### config.mk
export PLATFORM = sky130hd
export DESIGN_NAME = load_width_reducer_flat
export DESIGN_NICKNAME = d
export VERILOG_FILES = /design/src/rtl/load_width_reducer_if.sv /design/src/rtl/load_width_reducer.sv /design/src/flat_wrapper.sv
export SDC_FILE = /design/constraint.sdc
export NUM_CORES = 1
export LEC_CHECK = 0
export ABC_AREA = 1
export CAP_MARGIN = 5
export CORE_UTILIZATION = 43
export CTS_BUF_LIST = sky130_fd_sc_hd__clkbuf_2
export CTS_CLUSTER_SIZE = 8
export DETAILED_ROUTE_END_ITERATION = 7
export PLACE_DENSITY = 0.9
export SETUP_SLACK_MARGIN = 0.2
export SYNTH_ARGS = -nofsm -noshare
export SYNTH_HDL_FRONTEND = slang
export SYNTH_SLANG_ARGS = --single-unit
### constraint.sdc
create_clock -name clk -period 0.8 [get_ports clk]
set_clock_uncertainty 0.05 [all_clocks]
set_input_delay 0.16 -clock clk [delete_from_list [all_inputs] [get_ports clk]]
set_output_delay 0.16 -clock clk [all_outputs]
set_load 0.02 [all_outputs]
### src/rtl/load_width_reducer_if.sv
// Bundle of the load-width-reducer pipeline stage signals.
//   master: drives en, flush, in_valid, base_result, width_src; observes the results.
//   slave : the reducer stage itself; drives result, out_valid, illegal_width.
interface load_width_reducer_if #(
    parameter int unsigned DATA_W = 32
);
    logic              en;            // 0 = stall, registered outputs hold
    logic              flush;         // bubble insert, clears valid/illegal
    logic              in_valid;      // base_result/width_src valid this cycle
    logic [DATA_W-1:0] base_result;   // raw loaded word
    logic [2:0]        width_src;     // load width / signedness code
    logic [DATA_W-1:0] result;        // reduced and extended value
    logic              out_valid;     // result valid
    logic              illegal_width; // captured width_src was unsupported

    modport master (
        output en, flush, in_valid, base_result, width_src,
        input  result, out_valid, illegal_width
    );

    modport slave (
        input  en, flush, in_valid, base_result, width_src,
        output result, out_valid, illegal_width
    );
endinterface

### src/rtl/load_width_reducer.sv
// Load-data width reduction stage on the writeback path.
// Extracts the least-significant byte/halfword (or the whole word) of the loaded data,
// sign- or zero-extends it, and registers the result with valid tracking, stall and flush.
// Ports:
//   clk     : rising-edge clock
//   reset_n : asynchronous active-low reset
//   bus     : load_width_reducer_if.slave (en, flush, in_valid, base_result, width_src in;
//             result, out_valid, illegal_width out, all registered)
module load_width_reducer #(
    parameter int unsigned DATA_W = 32
) (
    input  logic                   clk,
    input  logic                   reset_n,
    load_width_reducer_if.slave    bus
);

    localparam logic [2:0] WIDTH_W  = 3'b000;
    localparam logic [2:0] WIDTH_H  = 3'b010;
    localparam logic [2:0] WIDTH_HU = 3'b110;
    localparam logic [2:0] WIDTH_B  = 3'b001;
    localparam logic [2:0] WIDTH_BU = 3'b101;

    logic [DATA_W-1:0] w_reduced;
    logic              w_illegal;

    logic [DATA_W-1:0] r_result;
    logic              r_out_valid;
    logic              r_illegal;

    // Width decode; only the low lane is used, alignment happens upstream.
    always_comb begin
        w_reduced = '0;
        w_illegal = 1'b0;
        case (bus.width_src)
            WIDTH_W:  w_reduced = bus.base_result;
            WIDTH_H:  w_reduced = {{(DATA_W-16){bus.base_result[15]}}, bus.base_result[15:0]};
            WIDTH_HU: w_reduced = {{(DATA_W-16){1'b0}}, bus.base_result[15:0]};
            WIDTH_B:  w_reduced = {{(DATA_W-8){bus.base_result[7]}}, bus.base_result[7:0]};
            WIDTH_BU: w_reduced = {{(DATA_W-8){1'b0}}, bus.base_result[7:0]};
            default:  w_illegal = 1'b1;
        endcase
    end

    // Flush beats stall so a bubble can be inserted while the stage is held.
    // result keeps updating while in_valid=0; consumers qualify with out_valid.
    always_ff @(posedge clk or negedge reset_n) begin
        if (!reset_n) begin
            r_result    <= '0;
            r_out_valid <= 1'b0;
            r_illegal   <= 1'b0;
        end else if (bus.flush) begin
            r_out_valid <= 1'b0;
            r_illegal   <= 1'b0;
        end else if (bus.en) begin
            r_result    <= w_reduced;
            r_out_valid <= bus.in_valid;
            r_illegal   <= w_illegal & bus.in_valid;
        end
    end

    assign bus.result        = r_result;
    assign bus.out_valid     = r_out_valid;
    assign bus.illegal_width = r_illegal;

endmodule

### src/flat_wrapper.sv
// flat-port wrapper written by rule: the top's interface ports become plain ports
module load_width_reducer_flat 
#(
    parameter int unsigned DATA_W = 32
)
  (clk, reset_n, bus_en, bus_flush, bus_in_valid, bus_base_result, bus_width_src, bus_result, bus_out_valid, bus_illegal_width);
  load_width_reducer_if #(.DATA_W(DATA_W)) bus_i ();
  input  logic clk;
  input  logic reset_n;
  input wire logic [$bits(bus_i.en)-1:0] bus_en;
  input wire logic [$bits(bus_i.flush)-1:0] bus_flush;
  input wire logic [$bits(bus_i.in_valid)-1:0] bus_in_valid;
  input wire logic [$bits(bus_i.base_result)-1:0] bus_base_result;
  input wire logic [$bits(bus_i.width_src)-1:0] bus_width_src;
  output wire logic [$bits(bus_i.result)-1:0] bus_result;
  output wire logic [$bits(bus_i.out_valid)-1:0] bus_out_valid;
  output wire logic [$bits(bus_i.illegal_width)-1:0] bus_illegal_width;
  assign bus_i.en = bus_en;
  assign bus_i.flush = bus_flush;
  assign bus_i.in_valid = bus_in_valid;
  assign bus_i.base_result = bus_base_result;
  assign bus_i.width_src = bus_width_src;
  assign bus_result = bus_i.result;
  assign bus_out_valid = bus_i.out_valid;
  assign bus_illegal_width = bus_i.illegal_width;
  load_width_reducer #(.DATA_W(DATA_W)) u_core (.clk(clk), .reset_n(reset_n), .bus(bus_i));
endmodule
==> flow_summary.toml, run 1 <==
[floorplan]
die_h_um = 64.1
pin_count = 74
rows = 22
die_w_um = 64.1
initial_core_util_pct = 44.9

[synth]
synthAdderAreaFrac_pct = 0
synth_most_common_cell = "nand2_1"
syn_area_um2 = 1660
synth_xor_area_share_pct = 0
synthArstFlopShare_pct = 100
netlist-cell-type-count = 16
synth_edf_count = 0
ys_warn_count = 0
ys_top_cells_by_count = "nand2_1, nand3_1, dfrtp_1, buf_2, inv_1"
synth_top_cell_by_area = "dfrtp_1"
synth-simple-area-share_pct = 41.4
synthFlopType = "dfrtp_1"
synth_top_family_by_area = "simple AND/OR/NAND/NOR gates"
synth_cells = 213
avgSynthCellArea_um2 = 7.78
syn_nets = 253
ys_ff_latch = 34
synthTopCellsByArea = "dfrtp_1, nand2_1, nand3_1"
muxShareOfSynthArea_pct = 0
yosysSeqAreaShare_pct = 51.3
synth_compound_area_share_pct = 1.28
yosys.area.top_type_share_pct = 51.3

[run_status]
tool.error = "[ERROR DPL-0038] Utilization greater than 100%, impossible to legalize"
status = "stopped before the end"
stop_stage = "global routing (5_1_grt)"

[placement]
globalplace.congestion = 0.787
portBuffers = 73
dp.final_hpwl_um = 3060
placedCellCount = 340
post-place-ws_ps = -803

[clock_network]
cts_max_path_buffers = 2
cts.sinks = 34
clockRootBuffer = "clkbuf_2"
cts_max_level = 2
cts_made_buffers = 5

[sta]
crit_endpoint = "bus_result[7]"
worst_path_end_type = "primary output"

[global_routing]
grt_max_degree = 35
==> logic make-up after synthesis <==
logic type | after synthesis
compound gates | 2
buf+inv | 19
flops | 34
simple gates | 158
==> stage by stage <==
| stage | util [%] | setup TNS (ps) | cell area [um^2] |
|---|---|---|---|
| after floorplan | - | -165 | 1800 |
| after global placement | 72.4 | -36480 | 2670 |
| after detailed placement | 72.4 | -37710 | 2670 |
| after CTS | 90.8 | -12660 | 3350 |
==> what timing repair did <==
item                                    4_1_cts
hold buffers                                  1
pin swaps                                    62
resized for setup                           300
endpoints found under the hold margin        34
gates cloned                                  7
endpoints found under the setup margin       68
buffers inserted                             17
==> run 2, diff against run 1 <==
--- a/config.mk
+++ b/config.mk
@@ -7,12 +7,9 @@
 export LEC_CHECK = 0
 export ABC_AREA = 1
 export CAP_MARGIN = 5
-export CORE_UTILIZATION = 43
-export CTS_BUF_LIST = sky130_fd_sc_hd__clkbuf_2
-export CTS_CLUSTER_SIZE = 8
+export CORE_UTILIZATION = 40
 export DETAILED_ROUTE_END_ITERATION = 7
-export PLACE_DENSITY = 0.9
-export SETUP_SLACK_MARGIN = 0.2
+export PLACE_DENSITY_LB_ADDON = 0.15
 export SYNTH_ARGS = -nofsm -noshare
 export SYNTH_HDL_FRONTEND = slang
 export SYNTH_SLANG_ARGS = --single-unit
==> run 2 against run 1 <==
  * The flow now finishes, with violations (setup timing)
  * Synthesized cell count is the same
  * Area after synthesis unchanged
==> flow_summary.toml, run 2 <==
[finish]
mostFrequentLayoutCells = "nand2_1, buf_6, dfrtp_1, nand3_2, clkdlybuf4s50_1"
n_antenna_cell = 0
syn2layout_area_growth_pct = 114
final_cells = 383
fillCellCount = 195
drive_above_1_share_pct = 52.6
layout_commonest_cell = "nand2_1"
largest_reg_flops = 32
fin_area_um2 = 3560
final_util_pct = 88.9
fin_nets = 372

[global_routing]
grt_max_degree = 35
antenna_found_initial = 0
gr-total-overflow = 0
grt_pass1_vias = 1955
gr-usage-all-layers_pct = 29.7
grt_pass1_wl_um = 9370

[sta]
max_slew_margin_pct = 85.7
setup_viol = 53
fmax_mhz = 924
fin_crit_ps = 1080
fin_ws_ps = -282
period_share_pct = 135
hold_viol_final = 0
tightest_slew_ps = 213
final_max_slew_viol_count = 0
holdWs_ps = 136
rsz0062_at_grt = "yes"

[synth]
yosysSeqAreaShare_pct = 51.3
yosys.area.top_type_share_pct = 51.3
synth_top_cell_by_area = "dfrtp_1"
netlist-cell-type-count = 16
synthTopCellsByArea = "dfrtp_1, nand2_1, nand3_1"
synthArstFlopShare_pct = 100
syn_area_um2 = 1660
ys_top_cells_by_count = "nand2_1, nand3_1, dfrtp_1, buf_2, inv_1"
syn_nets = 253
synth_cells = 213
ys_warn_count = 0
ys_ff_latch = 34
avgSynthCellArea_um2 = 7.78
synth_most_common_cell = "nand2_1"
synthFlopType = "dfrtp_1"
synth_edf_count = 0

[floorplan]
initial_core_util_pct = 41.4
die_h_um = 66.4
core_um2 = 4000
rows = 23
pin_count = 74
die-area_um2 = 4410
die_w_um = 66.4

[placement]
globalplace.congestion = 0.778
placedCellCount = 342
post-place-ws_ps = -796
dp.final_hpwl_um = 2920
placed_cell_area_um2 = 2580
portBuffers = 73

[critical_path]
regToRegStartpoint = "u_core.bus.result[7]"
worst_ep_required_time_ps = 590
crit_path_start_kind = "register"
crit_path_top_delay_cell = "dfrtp_1"
critPathMaxStageDelay_ps = 430
crit_path_end_kind = "primary output"
worstPathMaxFanout = 2
path_buf_inv = 1
critPathKind = "reg -> out"
worstPathCellList = "buf_6"
r2r_cells = 3
crit_arrival_ps = 870
crit_family = "flip-flops"
reg2reg_slack_ps = -120
reg2reg_to = "u_core.bus.result[7]"

[route]
detail-route-antenna-nets = 0
wl_per_cell_um = 20.0
drc_errors = 0
via_count = 2140
dr.first_iter.drc_count = 125
drt_wl_total_um = 7670
drt-pass1-iter-count = 5
avgViaCountPerCell = 5.59

[run_status]
violations = "setup timing"
status = "finished, violations left"

[pwr]
max-vdd-ir-drop_uv = 1060
power_density_nw_per_um2 = 1510
p_leak_nw = 1.88

[run]
cap_viol_max_count = 0

[clock_network]
cts_made_buffers = 5
cts_tree = "built"
clk_pin_slew_ps = 70
clockRootBuffer = "clkbuf_8"
cts_max_path_buffers = 2
cts.sinks = 34
cts_max_level = 2
worstSkewPairLatency_ps = 300

[min_path]
holdCritPathClass = "in -> reg"
worst_hold_path.endpoint = "u_core.bus.out_valid"
hp-start = "bus_flush"
min_delay_path_depth = 4
run 2: cell counts after synthesis:
No cell type changed its count.
run 2: cells by family after synthesis:
family	after synthesis	synth area share, %
AND/OR/NAND/NOR	158	41.4
flip-flops	34	51.3
buffers and inverters	19	6.04
AO/OA/AOI/OAI	2	1.28
run 2: layout make-up:
class	instances	area, um^2	area share, %
clock buffer	7	86.3	2.43
multi-input combinational	162	1100	30.9
sequential	34	851	23.9
timing repair buffer	121	1380	38.7
inverter	7	63.8	1.79
tap	50	62.6	1.76
clock inverter	1	5.00	0.141
timing repair inverter	1	11.3	0.317
run 2: power breakdown:
group	internal, mW	total [mW]	switching (mW)
Sequential	1.90	2.06	0.160
Clock	0.694	1.34	0.649
Combinational	1.02	1.97	0.951
Total	3.61	5.37	1.76
run 2: repair_timing:
item | CTS | global route
pin swaps | 20 | 41
setup buffers | 20 | 10
hold endpoints to repair | 34 | 0
hold buffers | 1 | 0
endpoints found under the setup margin | 68 | 67
cloned | 6 | 1
gates resized for setup | 274 | 72
run 2: worst max path at each step:
stage	startpoint	slack, ps	to	cells past startpoint
4_1_cts	u_core.bus.result[27]	-250	bus_result[27]	1
3_3_place_gp	bus_en	-760	u_core.bus.result[14]	6
2_1_floorplan	bus_width_src[1]	-10	u_core.bus.result[23]	7
3_5_place_dp	bus_en	-800	u_core.bus.result[14]	6
5_1_grt	u_core.bus.result[7]	-290	bus_result[7]	1
6_report	u_core.bus.result[7]	-280	bus_result[7]	1
run 2: metrics by stage:
stage	setup TNS, ps	total power, mW
floorplan	-88.1	2.62
global placement	-36760	3.35
detailed placement	-37450	3.36
CTS	-7960	5.02
global route	-10600	5.54
finish	-9390	5.37
run 2: per-layer routing:
layer,up-vias,track usage (%),routed length (um)
met2,144,50.3,3940
li1,924,-,-
met5,-,0,0
met3,26,8.62,639
met4,0,10.1,293
met1,1046,35.8,2810
Note: power is estimated with default switching activity, not from simulation.
